==> config.mk <==
export PLATFORM = sky130hd
export DESIGN_NAME = boot_seq_ctrl
export DESIGN_NICKNAME = d
export VERILOG_FILES = /design/src/rtl/boot_seq_ctrl.sv
export SDC_FILE = /design/constraint.sdc
export NUM_CORES = 1
export LEC_CHECK = 0
export ABC_AREA = 1
export BUFFER_PORTS_ARGS = -buffer_cell sky130_fd_sc_hd__buf_2
export CORE_UTILIZATION = 45
export DETAILED_ROUTE_END_ITERATION = 10
export PLACE_DENSITY = 0.66
export SLEW_MARGIN = 20
export SYNTH_ARGS = -nofsm -noshare
export SYNTH_HDL_FRONTEND = slang
export SYNTH_SLANG_ARGS = --single-unit
==> constraint.sdc <==
create_clock -name clk -period 2.1 [get_ports clk]
set_input_delay 0.42 -clock clk [delete_from_list [all_inputs] [get_ports clk]]
set_output_delay 0.42 -clock clk [all_outputs]
set_load 0.005 [all_outputs]
==> src/rtl/boot_seq_ctrl.sv <==
// =============================================================================
// boot_seq_ctrl
// -----------------------------------------------------------------------------
// Boot sequencer for the instruction side of the core. Program bytes arriving
// from the UART receiver are packed big-endian into 32-bit words and written
// to the instruction memory write port. The image ends with an END_MARKER word,
// which is itself written. The core is then released into EXEC. A halt request
// in EXEC returns the core to STALL, and it stays there until the next start.
//
// Configuration macro:
//   LOAD_CHECKSUM_EN - when defined, the marker is followed by one trailer
//                      word. The trailer must equal the 32-bit wrapping sum of
//                      every non-marker word written. A mismatch ends in ERR
//                      with err_checksum set. The trailer is not written to
//                      memory and is not counted in word_count.
//
// Parameters:
//   INST_SIZE   instruction memory address width in words (depth 2**INST_SIZE)
//   END_MARKER  word terminating a program image
//
// Ports:
//   clk           clock
//   rstn          synchronous active-low reset
//   start         one-cycle pulse, begins a load (honoured in IDLE and ERR)
//   rx_valid      rx_data strobe, one cycle per byte
//   rx_data       received byte
//   halt_req      stop request, sampled in EXEC only
//   mode          3'd0 STALL, 3'd1 LOAD, 3'd2 EXEC
//   wr_en         instruction memory write strobe (one cycle per word)
//   wr_addr       word address of the write
//   wr_data       word being written
//   word_count    words written in the current load, marker included
//   done          load completed; sticky until the next start
//   err_overflow  memory filled without a marker; sticky until the next start
//   err_checksum  (LOAD_CHECKSUM_EN only) trailer mismatch; sticky until start
// =============================================================================
module boot_seq_ctrl #(
    parameter int          INST_SIZE  = 15,
    parameter logic [31:0] END_MARKER = 32'h0000_003F
) (
    input  logic                 clk,
    input  logic                 rstn,
    input  logic                 start,
    input  logic                 rx_valid,
    input  logic [7:0]           rx_data,
    input  logic                 halt_req,
    output logic [2:0]           mode,
    output logic                 wr_en,
    output logic [INST_SIZE-1:0] wr_addr,
    output logic [31:0]          wr_data,
    output logic [INST_SIZE:0]   word_count,
    output logic                 done,
    output logic                 err_overflow
`ifdef LOAD_CHECKSUM_EN
    ,
    output logic                 err_checksum
`endif
);

    // -------------------------------------------------------------------------
    // Encodings
    // -------------------------------------------------------------------------
    typedef enum logic [1:0] {
        S_IDLE = 2'd0,
        S_LOAD = 2'd1,
        S_EXEC = 2'd2,
        S_ERR  = 2'd3
    } state_t;

    localparam logic [2:0] MODE_STALL = 3'd0;
    localparam logic [2:0] MODE_LOAD  = 3'd1;
    localparam logic [2:0] MODE_EXEC  = 3'd2;

    localparam logic [INST_SIZE-1:0] PTR_ONE   = {{(INST_SIZE-1){1'b0}}, 1'b1};
    localparam logic [INST_SIZE:0]   COUNT_ONE = {{INST_SIZE{1'b0}}, 1'b1};

    // -------------------------------------------------------------------------
    // State
    // -------------------------------------------------------------------------
    state_t               state;
    logic [1:0]           byte_cnt;   // byte position within the current word
    logic [23:0]          byte_sr;    // first three bytes of the word, oldest on top
    logic [INST_SIZE-1:0] wr_ptr;     // address the next complete word goes to

    // A terminating write is in flight (wr_en high this cycle). The state
    // changes on the following edge, and any byte seen meanwhile is dropped.
    logic                 fin_pend;   // marker written, EXEC next
    logic                 ovf_pend;   // last address filled without marker, ERR next

`ifdef LOAD_CHECKSUM_EN
    logic [31:0]          cs_sum;     // wrapping sum of written non-marker words
    logic                 cs_trailer; // marker seen, now assembling the trailer
`endif

    // -------------------------------------------------------------------------
    // Datapath helpers
    // -------------------------------------------------------------------------
    logic [31:0] rx_word;     // complete word when the 4th byte arrives
    logic        word_last;   // this byte completes a word
    logic        ptr_at_end;  // next write lands on the last memory address

    assign rx_word    = {byte_sr, rx_data};
    assign word_last  = (byte_cnt == 2'd3);
    assign ptr_at_end = &wr_ptr;

    // -------------------------------------------------------------------------
    // Sequencer
    // -------------------------------------------------------------------------
    // NOTE: the reset is synchronous, so it sits inside the clocked branch and
    // clk is the only signal in the sensitivity list. Every register is
    // cleared, including the half-built word, so an aborted load never leaks
    // bytes into the next one.
    always_ff @(posedge clk) begin
        if (!rstn) begin
            state        <= S_IDLE;
            mode         <= MODE_STALL;
            wr_en        <= 1'b0;
            wr_addr      <= '0;
            wr_data      <= '0;
            word_count   <= '0;
            done         <= 1'b0;
            err_overflow <= 1'b0;
            byte_cnt     <= '0;
            byte_sr      <= '0;
            wr_ptr       <= '0;
            fin_pend     <= 1'b0;
            ovf_pend     <= 1'b0;
`ifdef LOAD_CHECKSUM_EN
            cs_sum       <= '0;
            cs_trailer   <= 1'b0;
            err_checksum <= 1'b0;
`endif
        end else begin
            // NOTE: every register here is assigned with <=, so all right-hand
            // sides see the values from before this edge. wr_addr therefore
            // captures wr_ptr before it is incremented on the same edge.
            wr_en <= 1'b0;

            case (state)
                // IDLE and ERR differ only in how they were reached. Both wait
                // for start and begin a fresh load with all statistics cleared.
                S_IDLE, S_ERR: begin
                    if (start) begin
                        state        <= S_LOAD;
                        mode         <= MODE_LOAD;
                        done         <= 1'b0;
                        err_overflow <= 1'b0;
                        word_count   <= '0;
                        byte_cnt     <= '0;
                        wr_ptr       <= '0;
                        fin_pend     <= 1'b0;
                        ovf_pend     <= 1'b0;
`ifdef LOAD_CHECKSUM_EN
                        cs_sum       <= '0;
                        cs_trailer   <= 1'b0;
                        err_checksum <= 1'b0;
`endif
                    end
                end

                S_LOAD: begin
                    if (fin_pend) begin
                        fin_pend <= 1'b0;
                        state    <= S_EXEC;
                        mode     <= MODE_EXEC;
                        done     <= 1'b1;
                    end else if (ovf_pend) begin
                        ovf_pend     <= 1'b0;
                        state        <= S_ERR;
                        mode         <= MODE_STALL;
                        err_overflow <= 1'b1;
                    end else if (rx_valid) begin
                        // The counter wraps from 3 to 0, so a byte arriving in
                        // a write cycle starts the next word without a gap.
                        byte_cnt <= byte_cnt + 2'd1;
                        if (!word_last) begin
                            byte_sr <= {byte_sr[15:0], rx_data};
`ifdef LOAD_CHECKSUM_EN
                        end else if (cs_trailer) begin
                            // The trailer is compared, never written.
                            cs_trailer <= 1'b0;
                            if (rx_word == cs_sum) begin
                                state <= S_EXEC;
                                mode  <= MODE_EXEC;
                                done  <= 1'b1;
                            end else begin
                                state        <= S_ERR;
                                mode         <= MODE_STALL;
                                err_checksum <= 1'b1;
                            end
`endif
                        end else begin
                            wr_en      <= 1'b1;
                            wr_addr    <= wr_ptr;
                            wr_data    <= rx_word;
                            word_count <= word_count + COUNT_ONE;
                            wr_ptr     <= wr_ptr + PTR_ONE;
                            if (rx_word == END_MARKER) begin
                                // A marker on the last address still completes
                                // normally, so the overflow check does not apply.
`ifdef LOAD_CHECKSUM_EN
                                cs_trailer <= 1'b1;
`else
                                fin_pend   <= 1'b1;
`endif
                            end else begin
`ifdef LOAD_CHECKSUM_EN
                                cs_sum <= cs_sum + rx_word;
`endif
                                if (ptr_at_end) begin
                                    ovf_pend <= 1'b1;
                                end
                            end
                        end
                    end
                end

                S_EXEC: begin
                    if (halt_req) begin
                        state <= S_IDLE;
                        mode  <= MODE_STALL;
                    end
                end

                default: begin
                    state <= S_IDLE;
                    mode  <= MODE_STALL;
                end
            endcase
        end
    end

endmodule

After elaboration in Yosys (flattened, before gate mapping)

Index checks and enable logic that the tools add are counted.

Logic and storage cells: 97
Bits in latches: 0
Register bits: 114
Memories: 0
Output and inout port bits: 69
ROM bits: 0
Memory bits (writable): 0
Bits of input ports: 13

$mul: 0
Divide/modulo/power cells: 0
Magnitude comparators: 0
Mux-type cells: 47
Add/sub/neg operators: 3
Equal/unequal tests: 14
Bitwise operators: 6
Shift-type cells: 0
Reduce and logical (&&, ||, !) cells: 14

Operators by type and width:

| operator                                                               | number |
|---|---|
| 16-bit two-way mux                                                     | 5 |
| 15-bit two-way mux                                                     | 5 |
| 32-bit by 6-bit equality test with 1-bit output, second input constant | 1 |
| 16-bit case mux with 2 select lines                                    | 1 |
| 15-bit case mux with 2 select lines                                    | 1 |
| 16-bit by 1-bit adder with 16-bit output, second input constant        | 1 |
| 1-bit two-way mux                                                      | 16 |
| 2-bit two-way mux                                                      | 8 |
| 2-bit != test, second input constant                                   | 8 |
| 15-bit by 1-bit adder with 15-bit output, second input constant        | 1 |
| 15-bit AND reduction                                                   | 1 |
| 5-bit AND reduction                                                    | 3 |
| 3-bit two-way mux                                                      | 4 |
| 3-bit case mux with 3 select lines                                     | 1 |
| 3-bit AND reduction                                                    | 3 |
| 1-bit case mux with 2 select lines                                     | 4 |
| 2-bit equality test, second input constant                             | 3 |
| 1-bit inverter                                                         | 6 |
| 2-bit case mux with 3 select lines                                     | 1 |
| 6-bit AND reduction                                                    | 1 |
| 5-bit OR reduction                                                     | 1 |
| 2-bit case mux with 2 select lines                                     | 1 |
| 4-bit AND reduction                                                    | 1 |
| 3-bit != test, second input constant                                   | 1 |
| other kinds (6)                                                        | 6 |

Logic depth before layout (Yosys ltp)

Word-level depth: 8
Mapped depth: 13
Gate-level depth less buffers: 12

Worst setup path before layout

Ideal clock, no wire load.

Kind: reg-to-reg
Start: register state[0]
End: register word_count[12]
Clock period less this slack: 1.666 ns
Library setup time: 0.109 ns
Stages on the path, launching flop included: 12
Required time: 1.991 ns
Path slack: 0.434 ns
Data arrival time: 1.557 ns
Path buffers: 1
Cells stage by stage: dfxtp_1 > inv_1 > ha_1 > nand2_1 > o21ai_1 > nor2_4 > buf_4 > nand3_1 > nand2_1 > nand2_1 > nand2_1 > inv_1

Word-level cells in the longest chain between the ends: 4
Elaborated cells on any way between the ends: 12
Those cells by class: eq/ne: 7; mux: 1; reduce/logical: 4

RTL lines:

| element                                                              | line | text |
|---|---|---|
| start, declared                                                      | 80   | `state_t state;` |
| start signal, assigned                                               | 115  | `state <= S_IDLE;` |
| start signal, assigned                                               | 144  | `state <= S_LOAD;` |
| start signal, assigned                                               | 164  | `state <= S_EXEC;` |
| 2-bit equality test / 2-bit zero test (equally long branches)        | 139  | `case (state)` |
| 2-bit OR reduction                                                   | 139  |  |
| 2-bit != test (no line) / 2-bit nonzero test (equally long branches) | --   |  |
| 6-bit AND reduction (no line)                                        | --   |  |
| end signal, assigned                                                 | 196  | `word_count <= word_count + COUNT_ONE;` |
| end, declared                                                        | 51   | `output logic [INST_SIZE:0] word_count,` |

Parallel ways exist; a longest one is shown, timed or not.
A chain may end at the register's enable or synchronous reset.

Worst setup path after layout

Start: register state[0]
End: register word_count[8]

The elaborated chain is that of the path after synthesis.

==> out/summary.md <==
The number of sinks on the clock net is 113. The number of iterations in the first detailed-routing pass was 4; the required time of the worst setup path was 2.55 ns. For the final routed database, the setup TNS stands at 0 ns. Setup violations remaining at the end of the flow were counted as 0. In the routed layout, each cell is associated on average with a via count of 4.86.

The chip width was 105 um. Setup repair after global routing left no endpoint under its margin. After global routing, the most crowded layer is met2. Clock tree synthesis inserted a total of 17 buffers. The register-to-register setup slack is 0.22 ns. The area of the die was 0.0110 mm2; the final clock skew was 0.00611 ns. The filler cells instantiated in the layout total 996. Capture point of the critical path: word_count[8]. The run gives 0.464 as the starting density of the core. After clock tree synthesis, the clock-pin slew on the worst setup and hold paths is 0.06 ns.

The iteration-0 DRC count of the detailed router is 213. The synthesized instance count was 663; the final cell count without fillers was 889. The die is 105 um tall. The longest clock path from root to sink contains 2 buffers. The sequential fraction of the synthesis area was 0.474.

The synthesized netlist contains 31 unique library cells. The run gives 681 as the post-synth net total. In this run the critical register-to-register path is launched from state[0]. The tools report the startpoint class of the critical path as a flip-flop.

The final critical path time including I/O delays and setup works out to 1.88 ns. The worst register-to-register path has a depth of 10. The most numerous cell type found on the critical path is nand2_1. The met2 demand-to-capacity share in global routing came out at 0.331. TritonCTS built the clock tree.

For this design the top-level I/O count stands at 82. STA classifies the critical path endpoint as a flip-flop. Synthesis inferred 113 register bits. After synthesis, the mean cell area works out to 7.19 um2. The worst-case IR drop observed on VDD is 0.547 mV.

The number of instances in the placed design was 857; the number of routed nets with antenna violations was 0. Placer congestion estimate: 0.889. The tools report the met3 capacity usage during global routing as 0.0686. For the worst-skew pair, the clock arrives at the later sink with an insertion delay of 0.51 ns.

By startpoint and endpoint, the worst setup path is classified as reg -> reg. Routed wire length: 10400 um. The slowest stage of the critical path belongs to the cell dfxtp_1. The logs give 0 for the final number of hold-violating endpoints and 4324 for the detailed-route via count. In the layout the commonest cells are 124 x inv_1, 113 x dfxtp_1, 93 x a21oi_1. The tool flagged a number of max-cap violations equal to 0. Area added between synthesis and finish: 24.9%.

The run finished with clean final reports. Post-CTS timing repair inserted 0 buffers for setup. During synthesis, Yosys emitted a total of 0 warnings.

The post-route clock period utilization was 0.897. After detailed routing, the number of remaining DRC violations is 0. The run gives 0.203 as the total routing usage reported by global routing. The repair_antennas step left the layout with diodes totalling 0. The number of global-route vias before repair is 4061.

The first global-routing pass estimated 17900 um of wire. The number of nets in the layout is 758. The total count of max-transition violations in the final report was 0; the total overflow reported by the global router was 0. Number of cell rows: 37. The static leakage came out at 2.54 nW. Traced cell by cell, the critical path runs through inv_1 > ha_1 > nand2_2 > o21ai_1 > nor2_4 > buf_4 > nand2_1 > o21ai_0 > nand2_1 > nor2_1. Commonest non-fill, non-tap cell in the layout: inv_1. The worst setup path startpoint is state[0].

The placeable core area is 0.0103 mm2, and the delay of the slowest cell on the worst path is 0.36 ns. The fraction of final layout cells sized beyond drive strength 1 was 0.175; the maximum fanout count along the critical path was 13. The tightest min-delay check is of the in -> reg type. Maximum clock frequency: 531 MHz. Buffers placed on the I/O ports in this run total 80. Summing every instance area after synthesis gives 0.00477 mm2.

The total number of H-tree levels is 4, and the initial antenna violation count is 0. Entering global routing, the biggest net connects 92 pins. STA puts the critical path data arrival time at 2.34 ns.

The tools report the destination of the worst register-to-register timing path as word_count[8]. The detailed-route wire length per cell was 11.7 um; the cell area power density was 1190 mW/mm2. The met1 routing resource usage after global routing came out at 0.253. CTS placed an instance of clkbuf_8 at the clock tree root. The tools report the detailed-placement wirelength estimate as 7140 um.
-- layout make-up --
type,instances,area [um2],share of cell area
clock inverter,13,206,0.0347
multi-input combinational,393,1900,0.319
sequential,113,2260,0.380
timing repair buffer,88,498,0.0836
clock buffer,19,442,0.0742
inverter,127,477,0.0800
tap,136,170,0.0286
-- cells by family (layout without fill, tap and decap cells) --
kind of cell,count (synthesis),after routing,share of synthesized area
and+or+nand+nor,197,197,0.179
AOI/OAI and AO/OA,190,190,0.203
buffers and inverters,157,247,0.129
DFF,113,113,0.474
adders and majority gates,5,5,0.0131
other,1,1,0.000786
-- worst min-delay path by stage --
stage	start	end	slack (ns)	cells past startpoint
after detailed placement	wr_data[24]	wr_data[24]	0.43	2
final	rx_data[2]	byte_sr[2]	0.21	3
after global placement	wr_data[22]	wr_data[22]	0.43	2
after floorplan	byte_sr[21]	byte_sr[21]	0.43	2
after CTS	rx_data[2]	byte_sr[2]	0.19	3
after global routing	rx_data[2]	byte_sr[2]	0.23	3
-- power by group --
part | total (mW) | switching (mW) | internal (mW)
clock | 3.12 | 1.01 | 2.11
combinational | 1.46 | 0.956 | 0.500
sequential | 2.50 | 0.159 | 2.34
-- state kept, by name (all words and copies together), names as in the netlist --
signal	flops
ovf_pend	1
wr_en	1
err_overflow	1
byte_sr	24
wr_addr	15
mode	2
wr_ptr	15
byte_cnt	2
state	2
done	1
wr_data	32
word_count	16
fin_pend	1
-- metal layers --
layer | vias to the layer above | share of wire
met5 | - | 0
met4 | 0 | 0.0084
met3 | 9 | 0.050
met2 | 105 | 0.47
met1 | 1943 | 0.47
li1 | 2267 | -
-- synthesized netlist by cell type --
cell type  number  share of area
nand3b_1        1         0.0016
a211oi_1        2         0.0031
clkinv_1        1        0.00079
o21ai_0        79          0.083
a21boi_1        1         0.0016
nand3_1        18          0.019
buf_2          10          0.010
o21ai_2         1         0.0018
nand4_2         2         0.0052
inv_1         124          0.098
nor2_1         58          0.046
o21ai_1        13          0.014
nand4_1        10          0.013
o211a_1         1         0.0021
a21oi_1        93          0.098
nor2_4          2         0.0047
dfxtp_1       113           0.47
conb_1          1        0.00079
nand2_1        88          0.069
or2_2           1         0.0013
nor2_2          1         0.0013
buf_1           1        0.00079
ha_1            5          0.013
nor3_1         11          0.012
clkbuf_1       15          0.012
nor3b_1         1         0.0016
nand2_2         2         0.0026
inv_2           2         0.0016
or2_0           1         0.0013
and3_1          1         0.0013
buf_4           4         0.0063
-- critical path: cells and delay by family (launching register included) --
| kind | cells | cell delay (ns) |
|---|---|---|
| adder cells (fa/ha/maj) | 1 | 0.33 |
| buffers and inverters | 2 | 0.26 |
| AO/OA/AOI/OAI | 2 | 0.27 |
| flip-flops | 1 | 0.36 |
| AND/OR/NAND/NOR | 5 | 0.60 |
-- metrics by stage --
stage / cell area, um2 / total power, mW / hold WS [ns] / setup WS [ns] / util
final: 5960 / 7.08 / 0.214 / 0.216 / 0.579
after CTS: 5950 / 7.14 / 0.193 / 0.140 / 0.579
after detailed placement: 5310 / 3.99 / 0.432 / 0.164 / 0.516
after global placement: 5310 / 3.95 / 0.429 / 0.264 / 0.516
after global routing: 5960 / 7.49 / 0.228 / 0.0330 / 0.579
after floorplan: 4770 / 3.59 / 0.434 / 0.434 / -
-- repair_timing --
item                       CTS  global route
hold buffers                 0             0
setup endpoints to repair    0             3
gates resized for setup      0             1
(Power assumes the default switching activity.)
